### config.mk
export PLATFORM = sky130hd
export DESIGN_NAME = axil_reg_slave
export DESIGN_NICKNAME = d
export VERILOG_FILES = /design/src/rtl/axil_reg_slave.sv
export SDC_FILE = /design/constraint.sdc
export NUM_CORES = 1
export LEC_CHECK = 0
export ABC_CLOCK_PERIOD_IN_PS = 4500
export BUFFER_PORTS_ARGS = -buffer_cell sky130_fd_sc_hd__buf_2
export CAP_MARGIN = 20
export CORE_AREA = 2 2 245 247
export DETAILED_ROUTE_END_ITERATION = 8
export DIE_AREA = 0 0 247 249
export MAX_ROUTING_LAYER = met4
export PLACE_DENSITY = 0.61
export SLEW_MARGIN = 20
export SYNTH_ARGS = -nofsm -noshare
export SYNTH_HDL_FRONTEND = slang
export SYNTH_SLANG_ARGS = --single-unit
### constraint.sdc
create_clock -name axilite_clk -period 4.5 [get_ports axilite_clk]
set_input_delay 0.225 -clock axilite_clk [delete_from_list [all_inputs] [get_ports axilite_clk]]
set_output_delay 0.225 -clock axilite_clk [all_outputs]
set_load 0.01 [all_outputs]
### src/rtl/axil_reg_slave.sv
// AXI4-Lite register bank: N_RW control regs (read/write) and N_RO status regs (read-only).
// Define AXIL_SLVERR_EN to return SLVERR for unmapped accesses and writes to the status range.
module axil_reg_slave #(
  parameter int          ADDR_W  = 12,
  parameter int          N_RW    = 8,
  parameter int          N_RO    = 8,
  parameter int          RO_BASE = 'h100,
  parameter logic [31:0] RST_VAL = '0
) (
  input  logic                axilite_clk,
  input  logic                axilite_rst,
  input  logic [ADDR_W-1:0]   awaddr,
  input  logic [2:0]          awprot,
  input  logic                awvalid,
  output logic                awready,
  input  logic [31:0]         wdata,
  input  logic [3:0]          wstrb,
  input  logic                wvalid,
  output logic                wready,
  output logic [1:0]          bresp,
  output logic                bvalid,
  input  logic                bready,
  input  logic [ADDR_W-1:0]   araddr,
  input  logic [2:0]          arprot,
  input  logic                arvalid,
  output logic                arready,
  output logic [31:0]         rdata,
  output logic [1:0]          rresp,
  output logic                rvalid,
  input  logic                rready,
  output logic [32*N_RW-1:0]  ctrl_regs,
  output logic [N_RW-1:0]     ctrl_wr_stb,
  input  logic [32*N_RO-1:0]  status_in
);

  localparam int RO_LO = RO_BASE / 4;
  localparam logic [1:0] RESP_OKAY = 2'b00;
`ifdef AXIL_SLVERR_EN
  localparam logic [1:0] RESP_BAD = 2'b10;
`else
  localparam logic [1:0] RESP_BAD = 2'b00;
`endif

  typedef enum logic [1:0] {W_IDLE, W_WAIT_W, W_WAIT_AW, W_RESP} wr_state_t;
  typedef enum logic {R_IDLE, R_DATA} rd_state_t;

  function automatic logic [31:0] word_idx(input logic [ADDR_W-1:0] a);
    return 32'(a[ADDR_W-1:2]);
  endfunction

  function automatic logic is_rw(input logic [31:0] w);
    return w < N_RW;
  endfunction

  function automatic logic is_ro(input logic [31:0] w);
    return (w >= RO_LO) && (w < RO_LO + N_RO);
  endfunction

  wr_state_t         wr_state_reg, wr_state_next;
  logic [ADDR_W-1:0] wr_addr_reg, wr_addr_next;
  logic [31:0]       wr_data_reg, wr_data_next;
  logic [3:0]        wr_strb_reg, wr_strb_next;
  logic [1:0]        bresp_reg, bresp_next;
  logic              commit;
  logic [ADDR_W-1:0] commit_addr;
  logic [31:0]       commit_data;
  logic [3:0]        commit_strb;
  logic [31:0]       commit_widx;

  rd_state_t         rd_state_reg, rd_state_next;
  logic [31:0]       rdata_reg, rdata_next;
  logic [1:0]        rresp_reg, rresp_next;
  logic [31:0]       rd_widx;
  logic [31:0]       rd_val;

  logic [31:0]       ctrl_mem_reg [N_RW];
  logic [N_RW-1:0]   ctrl_wr_stb_reg;

  logic              unused_prot;
  assign unused_prot = ^{awprot, arprot};

  // Write FSM: ready is combinational on valid, so it is high for exactly the handshake cycle.
  always_comb begin
    wr_state_next = wr_state_reg;
    wr_addr_next  = wr_addr_reg;
    wr_data_next  = wr_data_reg;
    wr_strb_next  = wr_strb_reg;
    bresp_next    = bresp_reg;
    awready       = 1'b0;
    wready        = 1'b0;
    commit        = 1'b0;
    commit_addr   = awaddr;
    commit_data   = wdata;
    commit_strb   = wstrb;
    case (wr_state_reg)
      W_IDLE: begin
        if (awvalid && wvalid) begin
          awready = 1'b1;
          wready  = 1'b1;
          commit  = 1'b1;
        end else if (awvalid) begin
          awready       = 1'b1;
          wr_addr_next  = awaddr;
          wr_state_next = W_WAIT_W;
        end else if (wvalid) begin
          wready        = 1'b1;
          wr_data_next  = wdata;
          wr_strb_next  = wstrb;
          wr_state_next = W_WAIT_AW;
        end
      end
      W_WAIT_W: begin
        if (wvalid) begin
          wready      = 1'b1;
          commit      = 1'b1;
          commit_addr = wr_addr_reg;
        end
      end
      W_WAIT_AW: begin
        if (awvalid) begin
          awready     = 1'b1;
          commit      = 1'b1;
          commit_data = wr_data_reg;
          commit_strb = wr_strb_reg;
        end
      end
      W_RESP: begin
        if (bready) wr_state_next = W_IDLE;
      end
      default: wr_state_next = W_IDLE;
    endcase
    if (axilite_rst) begin
      awready = 1'b0;
      wready  = 1'b0;
      commit  = 1'b0;
    end
    if (commit) begin
      wr_state_next = W_RESP;
      bresp_next    = is_rw(word_idx(commit_addr)) ? RESP_OKAY : RESP_BAD;
    end
  end

  assign commit_widx = word_idx(commit_addr);
  assign bvalid      = (wr_state_reg == W_RESP);
  assign bresp       = bresp_reg;

  always_ff @(posedge axilite_clk) begin
    if (axilite_rst) begin
      wr_state_reg <= W_IDLE;
      wr_addr_reg  <= '0;
      wr_data_reg  <= '0;
      wr_strb_reg  <= '0;
      bresp_reg    <= RESP_OKAY;
    end else begin
      wr_state_reg <= wr_state_next;
      wr_addr_reg  <= wr_addr_next;
      wr_data_reg  <= wr_data_next;
      wr_strb_reg  <= wr_strb_next;
      bresp_reg    <= bresp_next;
    end
  end

  // Byte-masked commit; the strobe is suppressed for an all-zero wstrb.
  always_ff @(posedge axilite_clk) begin
    if (axilite_rst) begin
      for (int i = 0; i < N_RW; i++) ctrl_mem_reg[i] <= RST_VAL;
      ctrl_wr_stb_reg <= '0;
    end else begin
      for (int i = 0; i < N_RW; i++) begin
        ctrl_wr_stb_reg[i] <= commit && (commit_widx == i) && (|commit_strb);
        if (commit && (commit_widx == i)) begin
          for (int k = 0; k < 4; k++) begin
            if (commit_strb[k]) ctrl_mem_reg[i][8*k +: 8] <= commit_data[8*k +: 8];
          end
        end
      end
    end
  end

  generate
    for (genvar gi = 0; gi < N_RW; gi++) begin : g_ctrl_out
      assign ctrl_regs[32*gi +: 32] = ctrl_mem_reg[gi];
    end
  endgenerate
  assign ctrl_wr_stb = ctrl_wr_stb_reg;

  always_comb begin
    rd_widx = word_idx(araddr);
    rd_val  = '0;
    for (int i = 0; i < N_RW; i++) begin
      if (rd_widx == i) rd_val = ctrl_mem_reg[i];
    end
    for (int i = 0; i < N_RO; i++) begin
      if (rd_widx == RO_LO + i) rd_val = status_in[32*i +: 32];
    end
  end

  // Read FSM: capture uses the register value before any same-cycle commit.
  always_comb begin
    rd_state_next = rd_state_reg;
    rdata_next    = rdata_reg;
    rresp_next    = rresp_reg;
    arready       = 1'b0;
    case (rd_state_reg)
      R_IDLE: begin
        if (arvalid && !axilite_rst) begin
          arready       = 1'b1;
          rdata_next    = rd_val;
          rresp_next    = (is_rw(rd_widx) || is_ro(rd_widx)) ? RESP_OKAY : RESP_BAD;
          rd_state_next = R_DATA;
        end
      end
      R_DATA: begin
        if (rready) rd_state_next = R_IDLE;
      end
      default: rd_state_next = R_IDLE;
    endcase
  end

  always_ff @(posedge axilite_clk) begin
    if (axilite_rst) begin
      rd_state_reg <= R_IDLE;
      rdata_reg    <= '0;
      rresp_reg    <= RESP_OKAY;
    end else begin
      rd_state_reg <= rd_state_next;
      rdata_reg    <= rdata_next;
      rresp_reg    <= rresp_next;
    end
  end

  assign rvalid = (rd_state_reg == R_DATA);
  assign rdata  = rdata_reg;
  assign rresp  = rresp_reg;

endmodule

==> metrics.cfg <==
[placement]
dp_hpwl_um=66600
gp_congestion=0.938
portBuffers=619

[cts]
clk_latency_ns=0.58
path_clk_slew_ns=0.06
cts_setup_buffers=0
cts_buffers=41
cts_tree=built
cts_buffer_depth=3
cts.sinks=345
cts-root-buf=clkbuf_16
htree_levels=2

[sta]
setup_tns_ns=0
final.setup_skew_ns=0.0240
setup-violations-final=0
slew_violations=0
maxSlewHeadroom=0.157
hold_violations=0
tightestPinTransition_ns=1.23
post-route-period-util=0.742
fmax_ghz=0.300
rsz0062_at_grt=no
fin_crit_ns=3.34

[yosys]
synth_seq_cells=345
synth_area_mm2=0.0178
yosysSeqAreaShare=0.531
syn_inst=1718
ys.flop_type=edfxtp_1
synth_cell_types=70
synthArstFlopShare=0
synth-edff-count=256
synth.avg_cell_area_um2=10.4
ys_warn_count=0

[grt]
grt_max_degree=82
antenna_found_initial=10
use_met1=0.352
grt.busiest_layer=met2
grt.total_usage=0.277
use_met3=0.0566
grt_pass1_wl_um=120000
overflow=0
grt_pass1_vias=16715
use_met2=0.439

[floorplan]
die_x_um=247
core-area_mm2=0.0587
fp.dieH_um=249
fp-row-count=89
io-pin-count=634
die_area_mm2=0.0615
start_util=0.304

[pwr]
leakagePower_nw=9.98
power.density_mw_per_mm2=353
ir_worst_vdd_uv=334

[critical_path]
crit_arrival_ns=3.53
criticalPathCategory=register to register
worstPathMaxFanout=9
worst_setup_path_end_kind=register
reg2reg_setup_slack_ns=1.16
startpoint_type=register
worstPathRequired_ns=4.70

[cells_and_area]
largest_reg_flops=256
drive_above_1_share=0.349
seqCellArea_mm2=0.00947
nNetsFinal=2678
area_growth_pct=33.5
fin_util=0.405
multiInputGateArea_mm2=0.00783
fillers=5859

[drt]
ant_nets=0
wl_um=86300
wire_per_inst_um=27.3
drc=0
drt_iter0_drc=1433
dr_total_vias=17153
drt-vias-per-instance=5.43
drtPass1Iterations=8

[run_status]
status=completed

[worst_hold_path]
min_path_type=primary input to register

[run]
cap_violations=0

==> cell usage in the layout, fill, tap and decap left out, drive strengths merged, types with 9 or more instances in the layout <==
cell type / synthesis / final
buf: 39 / 664
nor2: 287 / 287
edfxtp: 256 / 256
nand2: 215 / 215
mux2i: 108 / 108
a21oi: 100 / 100
o21ai: 89 / 89
dfxtp: 89 / 89
dlygate4sd3: 0 / 51
clkbuf: 91 / 48
o22ai: 42 / 42
o211ai: 39 / 39
nand2b: 37 / 37
mux4: 32 / 32
a22oi: 27 / 27
inv: 21 / 25
mux2: 22 / 22
nor3: 20 / 20
o221ai: 19 / 19
a22o: 14 / 14
a221oi: 14 / 14
nand3: 14 / 14
a31o: 14 / 14
clkinv: 0 / 12
nand3b: 11 / 11
bufinv: 0 / 9
==> through the flow <==
stage	power [mW]	hold slack, ns	setup slack (ns)	area, µm²	cells
2_1_floorplan	4.19	0.361	1.83	17800	1721
3_3_place_gp	4.74	0.433	1.31	21800	3028
3_5_place_dp	4.76	0.443	1.22	21800	3028
4_1_cts	8.42	0.00486	1.19	23800	3154
5_1_grt	8.64	0.0424	1.05	23800	3161
6_report	8.39	0.0310	1.16	23800	3161
==> report_power, final <==
group          leakage [nW]  switching, mW  internal, mW
Sequential             3.35         0.0979          3.54
Combinational          5.92          0.685         0.408
Clock                 0.717           1.42          2.24
==> synthesized netlist by cell type (4+ instances only) <==
cell | count | area share
nor2_1 | 286 | 0.060
edfxtp_1 | 256 | 0.43
nand2_1 | 211 | 0.044
mux2i_1 | 108 | 0.061
a21oi_1 | 100 | 0.028
clkbuf_1 | 91 | 0.019
dfxtp_1 | 89 | 0.10
o21ai_0 | 89 | 0.025
o22ai_1 | 42 | 0.015
o211ai_1 | 39 | 0.016
nand2b_1 | 37 | 0.013
mux4_2 | 32 | 0.040
a22oi_1 | 27 | 0.011
buf_2 | 25 | 0.0070
mux2_2 | 22 | 0.014
inv_1 | 21 | 0.0044
nor3_1 | 19 | 0.0053
o221ai_1 | 19 | 0.0093
a221oi_1 | 14 | 0.0069
a22o_1 | 14 | 0.0069
nand3_1 | 14 | 0.0039
a31o_2 | 10 | 0.0049
buf_1 | 9 | 0.0019
nand3b_1 | 9 | 0.0038
nor2b_1 | 8 | 0.0028
o21bai_1 | 8 | 0.0034
o2bb2ai_1 | 8 | 0.0039
or3_1 | 8 | 0.0028
a31oi_1 | 6 | 0.0021
o21a_1 | 6 | 0.0025
o31ai_1 | 6 | 0.0025
buf_4 | 5 | 0.0021
nor3b_1 | 5 | 0.0021
o311ai_0 | 5 | 0.0025
or4_1 | 5 | 0.0021
a2111oi_4 | 4 | 0.0062
a31o_1 | 4 | 0.0020
nand2_4 | 4 | 0.0025
o32ai_1 | 4 | 0.0020
==> critical path: stages (launching register included) <==
cell	delay [ns]
dfxtp_1	0.37
and2_1	0.19
or4_1	0.75
a2111oi_4	0.71
nand2_1	0.43
nand2b_1	0.51
==> path summary, 6_finish.rpt <==
path                                                    from                           endpoint  cells after the start
worst max-delay path            wr_state_reg[1]$_SDFFE_PP0P_  ctrl_mem_reg[0][20]$_SDFFCE_PN0P_                      5
worst min-delay path                          status_in[250]             rdata[26]$_SDFFE_PP0P_                      3
worst min register to register  wr_data_reg[21]$_SDFFE_PP0P_       wr_data_reg[21]$_SDFFE_PP0P_                      2
worst max register to register  wr_state_reg[1]$_SDFFE_PP0P_  ctrl_mem_reg[0][20]$_SDFFCE_PN0P_                      5
==> logic make-up (layout without fill, tap and decap cells) <==
kind of cell           Yosys count  in the layout  share of synthesized area
AND/OR/NAND/NOR                632            632                      0.156
AO/OA/AOI/OAI                  427            427                      0.162
flip-flops                     345            345                      0.531
multiplexers                   162            162                      0.115
buffers and inverters          151            811                     0.0346
other                            1             11                   0.000210
==> layer usage <==
| layer | vias to the layer above | routed length (µm) |
|---|---|---|
| met5 | - | 0 |
| met2 | 924 | 41200 |
| met3 | 120 | 7020 |
| li1 | 7634 | - |
| met1 | 8475 | 35500 |
| met4 | 0 | 2570 |
==> final cells by class <==
cell class                 count  area share
clock inverter                27      0.0165
multi-input combinational   1225       0.329
timing repair buffer         715       0.167
inverter                      21     0.00331
antenna                        7    0.000736
sequential                   345       0.398
clock buffer                  48      0.0451
tap                          773      0.0407
==> what timing repair did <==
action,CTS,global route
hold endpoints to repair,52,0
gates resized for setup,0,0
hold buffers,51,0
(Power assumes the default switching activity.)
